[config.mk]
export PLATFORM = sky130hd
export DESIGN_NAME = bus_addr_decoder
export DESIGN_NICKNAME = d
export VERILOG_FILES = /design/src/rtl/bus_addr_decoder.sv
export SDC_FILE = /design/constraint.sdc
export NUM_CORES = 1
export LEC_CHECK = 0
export BUFFER_PORTS_ARGS = -buffer_cell sky130_fd_sc_hd__buf_2
export CORE_MARGIN = 1
export CORE_UTILIZATION = 43
export CTS_CLUSTER_DIAMETER = 30
export DETAILED_ROUTE_END_ITERATION = 7
export PLACE_DENSITY = 0.72
export SYNTH_ARGS = -nofsm -noshare
export SYNTH_HDL_FRONTEND = slang
export SYNTH_SLANG_ARGS = --single-unit
export TNS_END_PERCENT = 5
[constraint.sdc]
create_clock -name clk -period 4.9 [get_ports clk]
set_clock_uncertainty 0.2 [all_clocks]
set_input_delay 0.245 -clock clk [delete_from_list [all_inputs] [get_ports clk]]
set_output_delay 0.245 -clock clk [all_outputs]
set_load 0.01 [all_outputs]
[src/rtl/bus_addr_decoder.sv]
// Shared-bus address decoder: eight active-low chip selects from the top three
// word-address bits, plus registered select state and per-slave access counters.
module bus_addr_decoder #(
    parameter int unsigned ADDR_W = 30,
    parameter int unsigned CNT_W  = 16
) (
    input  logic              clk,
    input  logic              reset,
    input  logic [ADDR_W-1:0] s_addr,
    input  logic              s_as_,
    input  logic              cnt_clr,
    output logic              s0_cs_,
    output logic              s1_cs_,
    output logic              s2_cs_,
    output logic              s3_cs_,
    output logic              s4_cs_,
    output logic              s5_cs_,
    output logic              s6_cs_,
    output logic              s7_cs_,
    output logic [7:0]        cs_q_,
    output logic [2:0]        slv_idx,
    output logic              sel_chg,
    input  logic [2:0]        cnt_sel,
    output logic [CNT_W-1:0]  cnt_val
);

    logic [2:0]       idx;
    logic [7:0]       cs_n;
    logic [CNT_W-1:0] cnt [8];
    logic             unused_addr_bits;

    assign idx              = s_addr[ADDR_W-1 -: 3];
    assign unused_addr_bits = ^s_addr[ADDR_W-4:0];

    // Exactly one select low; independent of clock, reset and strobe.
    always_comb begin
        cs_n      = '1;
        cs_n[idx] = 1'b0;
    end

    assign s0_cs_ = cs_n[0];
    assign s1_cs_ = cs_n[1];
    assign s2_cs_ = cs_n[2];
    assign s3_cs_ = cs_n[3];
    assign s4_cs_ = cs_n[4];
    assign s5_cs_ = cs_n[5];
    assign s6_cs_ = cs_n[6];
    assign s7_cs_ = cs_n[7];

    always_ff @(posedge clk or posedge reset) begin
        if (reset) begin
            cs_q_   <= 8'hFE;
            slv_idx <= '0;
            sel_chg <= 1'b0;
        end else begin
            cs_q_   <= cs_n;
            slv_idx <= idx;
            sel_chg <= (idx != slv_idx);
        end
    end

    // Clear wins over increment; counters saturate at all-ones.
    always_ff @(posedge clk or posedge reset) begin
        if (reset) begin
            for (int unsigned i = 0; i < 8; i++) begin
                cnt[i] <= '0;
            end
        end else begin
            for (int unsigned i = 0; i < 8; i++) begin
                if (cnt_clr) begin
                    cnt[i] <= '0;
                end else if (!s_as_ && (idx == 3'(i)) && (cnt[i] != '1)) begin
                    cnt[i] <= cnt[i] + 1'b1;
                end
            end
        end
    end

    assign cnt_val = cnt[cnt_sel];

endmodule

== Word level (Yosys, flattened, before mapping) ==
Index checks and enable logic that the tools add are counted.

* Register bits: 140
* Input bits: 37
* Word-level logic and storage cells: 88

* Add/sub/neg operators: 8
* $lt $le $gt $ge: 3
* Eq/ne operators: 16
* Multiplexer cells: 21
* Bitwise operators: 2
* Reductions and logical operators: 27

{| class="wikitable"
|+ Operators by type and width
! cell !! count
|-
| $mux 16 || 18
|-
| $add 16x1->16 const B || 8
|-
| $ne 16x16->1 const B || 8
|-
| $bmux 16 s3 || 1
|-
| $logic_and 1x1->1 || 17
|-
| $reduce_bool 2->1 || 8
|-
| $eq 3x3->1 const B || 4
|-
| $not 8->8 || 1
|-
| $eq 3x2->1 const B || 2
|-
| $ge 4x4->1 const B || 1
|-
| $lt 3x4->1 const B || 1
|-
| $not 3->4 || 1
|-
| $demux 1 s3 || 1
|-
| $eq 3x1->1 const B || 1
|-
| $ge 3x1->1 const B || 1
|-
| $logic_not 3->1 || 1
|-
| $ne 3x3->1 || 1
|-
| $logic_not 1->1 || 1
|-
| $mux 1 || 1
|}

== Depth between registers and ports, before layout ==
* Depth in word-level cells: 5
* Gate-level depth with buffers: 7
* Depth with buffers taken out: 6

== Worst setup path before layout ==
OpenSTA, ideal clock, no wires.

* Path type: reg-to-reg
* Start point: register cnt[80] in the netlist's numbering
* End point: register cnt[93] in the netlist's numbering
* Library setup time: 125 ps
* Data arrival time: 1841 ps
* Data required time: 4575 ps
* Setup slack: 2734 ps
* Cell stages (with the launch flop): 7
* Path buffers: 0
* Clock period less this slack: 2166 ps
* Path through: dfrtp_1 > ha_1 > nand3_1 > nor3_2 > a21oi_1 > nand4_1 > mux2_2

* Longest elaborated chain between the ends: 3

{| class="wikitable"
|+ Ends and longest elaborated chain
! element !! line !! text
|-
| from (decl) || 29 || <nowiki>logic [CNT_W-1:0] cnt [8];</nowiki>
|-
| from (signal, indexed assignment) || 73 || <nowiki>cnt[i] <= cnt[i] + 1'b1;</nowiki>
|-
| $add 16x1->16 or $ne 16x16->1 (tied branches) || 73, 72 ||
|-
| $mux 16 or $logic_and 1x1->1 (tied branches) || 72 || <nowiki>end else if (!s_as_ && (idx == 3'(i)) && (cnt[i] != '1)) begin</nowiki>
|-
| $mux 16 or $reduce_bool 2->1 (tied branches) || n/a ||
|}

Several ways; a longest one is shown, not always the timed one. The select of a mux whose other input is x is not followed.
A chain may end at the register's enable or synchronous reset.

== Worst setup path after layout ==
* Start point: register cnt[97] in the netlist's numbering
* End point: register cnt[96] in the netlist's numbering

* Longest elaborated chain between the ends: 3

{| class="wikitable"
|+ Ends and longest elaborated chain
! element !! line
|-
| $ne 16x16->1 || 72
|-
| $logic_and 1x1->1 || 72
|-
| $reduce_bool 2->1 (no line) || n/a
|}

Every way passes these cells.

==> metrics.md <==
| Metric | Value |
|---|---|
| DRT iter0 DRCs | 599 |
| Gr ovfl total | 0 |
| Critical Path RT | 4.99 ns |
| Fin crit period | 2.63 ns |
| Yosys top cell area share | 39.9% |
| RSZ-0062 raised after global routing | false |
| Die Area | 0.0200 mm^2 |
| Placed Area | 0.00875 mm^2 |
| Crit start category | flip-flop |
| # fillers | 1677 |
| Worst Setup End Kind | flip-flop |
| Commonest cells in the netlist | dfrtp_1 (133), nor2_1 (120), xnor2_1 (59) |
| Hold Vio Cnt, Final | 0 |
| CTS tree | built |
| Average size of a mapped cell | 10.1 um^2 |
| Setup Fix Bufs, Post-CTS | 0 |
| Crit path kind | reg -> reg |
| Tot GR Track Use | 21.8% |
| Initial antenna violation count | 1 |
| Clock Pin Slew Worst Setup and Hold Paths | 0.06 ns |
| Max Slew Vio Count | 0 |
| Number of synthesized register bits | 140 |
| Worst-Skew Late Latency | 0.44 ns |
| Worst-path fanout max | 6 |
| Dpl ws | 2.30 ns |
| Antenna diodes | 0 |
| Pin count of the biggest net entering global routing | 105 |
| Drt wl/cell | 18.2 um |
| Seq. cell area | 0.00351 mm^2 |
| DIE HEIGHT | 141 um |
| Footprint of the multi-input gates | 0.00460 mm^2 |
| Chip width | 141 um |
| # IOs | 73 |
| First-pass GRT wire length | 33.1 mm |
| Run status | complete, no violations |
| Top cells by area, synth | dfrtp_1 (40%), mux4_2 (8.6%), xnor2_1 (6.2%) |
| Critical path arrival | 2.72 ns |
| Hold_ws | 0.172 ns |
| Async SR Flop Fraction | 100% |
| Fin crit share | 53.7% |
| Final setup violating endpoints | 0 |
| Layout cells sized above 1 | 18.9% |
| Top_reg_cell synth | dfrtp_1 |
| CTS H-tree lvls | 4 |
| F_max | 0.380 GHz |
| Area delta synth->final | 12.4% |
| Reg2reg path depth | 7 |
| Syn nets | 868 |
| Min-Delay Path Depth | 2 |
| Post-Syn Instances | 823 |
| Post-route DRC | 0 |
| Clock sink count | 140 |
| Max-slew headroom | 30.9% |
| Min-delay worst type | in -> reg |
| CORE AREA | 0.0188 mm^2 |
| EDFF count, synth | 0 |
| Antenna viol nets, final | 0 |
| Post-Place Cells | 1093 |
| Via count | 6663 |
| Most common cell in the netlist | dfrtp_1 |
| Clock tree buffer depth | 2 |
| Peak supply drop | 181 uV |
| Largest area contributor in the netlist | dfrtp_1 |
| Final Cell Area | 0.00938 mm^2 |
| Unique cell type count in the Yosys netlist | 60 |
| Post-Syn Area | 0.00834 mm^2 |
| Finished Layout Cells | 1129 |
| CTS Buf Count | 17 |
| Vias in the first global route | 6049 |
| Max Cap Viol | 0 |
| Drt pass-1 iters | 6 |
| # rows | 50 |
| Power per cell area | 275 mW/mm^2 |
| Final Net Count | 901 |
| CTS root buffer | clkbuf_16 |
| Total Routed Length | 20.6 mm |
| Via/cell ratio | 5.90 |
| Seq/Total Area, Yosys | 42.1% |
| GPL Wtd Cong | 0.881 |
| Yosys warning total | 0 |
| Hpwl dp | 14.1 mm |
| Leak | 0.00366 uW |
| Port bufs | 45 |
| Initial Utilization | 44.3% |
| Final TNS setup | 0 ns |
| Tightest Pin Transition | 1.03 ns |
| Final worst setup slack | 2.27 ns |
## final timing paths
path	slack, ns	startpoint	end
max in group asynchronous	3.09	reset	cnt[31]
min reg2reg	0.32	slv_idx[0]	sel_chg
max	2.27	cnt[97]	cnt[96]
min in group asynchronous	0.38	reset	cnt[33]
max reg2reg	2.27	cnt[97]	cnt[96]
min	0.17	cnt_clr	cnt[80]
## cell type report
class	count	share of cell area, %
Multi-Input combinational cell	632	49.1
Sequential cell	140	37.5
Clock buffer	18	4.68
Tap cell	260	3.47
Timing Repair Buffer	54	3.26
Clock inverter	14	1.55
Inverter	11	0.494
## per-stage QoR
stage	power [uW]	utilization, %
final	2580	49.8
after global routing	2660	49.8
after CTS	2600	49.8
after detailed placement	1320	46.5
after global placement	1310	46.5
after floorplan	1280	-
## cell families (layout without fill, tap and decap cells)
logic type      count (synthesis)  in the layout  share of synthesized area, %
compound gates                 78             78                          6.33
xor+xnor                       96             96                          10.1
fa+ha+maj                       8              8                          1.20
buf+inv                        51             97                          2.72
flops                         140            140                          42.1
mux                            59             59                          12.2
simple gates                  391            391                          25.4
## cells in the final DEF, fill, tap and decap left out, types with 17 or more instances in the layout
cell type / instances
buf_2: 44
nor2_1: 120
mux2_2: 18
clkbuf_16: 17
nand4_1: 35
xor2_1: 37
nor3_1: 31
nand3_1: 54
o21ai_0: 17
nand2_1: 48
a21oi_1: 25
dfrtp_1: 133
xnor2_1: 59
mux4_2: 32
## what timing repair did
item,CTS,global route
endpoints found under the hold margin,99,0
endpoints found under the setup margin,0,0
resized for setup,0,0
hold buffers,4,0
## registers in the layout (all words and copies together), names as in the netlist
signal	flops
sel_chg	1
cs_q_	8
cnt	128
slv_idx	3
## worst max-delay path: stages (launching register included)
cell and delay (ns):
dfrtp_1 0.43, ha_1 0.22, nand4_1 0.18, nor4_1 0.87
buf_4 0.30, nor2_1 0.08, xnor2_1 0.15, nor2_1 0.06
## power breakdown
group / switching [uW] / internal, uW
logic: 88.7 / 37.2
registers: 6.08 / 1170
clock network: 523 / 761
## metal layers
metal / vias up / global-route usage, % / part of all wire (%)
met5: - / 0 / 0.063
met4: 2 / 9.55 / 2.7
met3: 38 / 4.32 / 7.4
met2: 263 / 31.0 / 43
met1: 3266 / 32.3 / 46
li1: 3094 / - / -
Power figures use the tool's default switching activity.
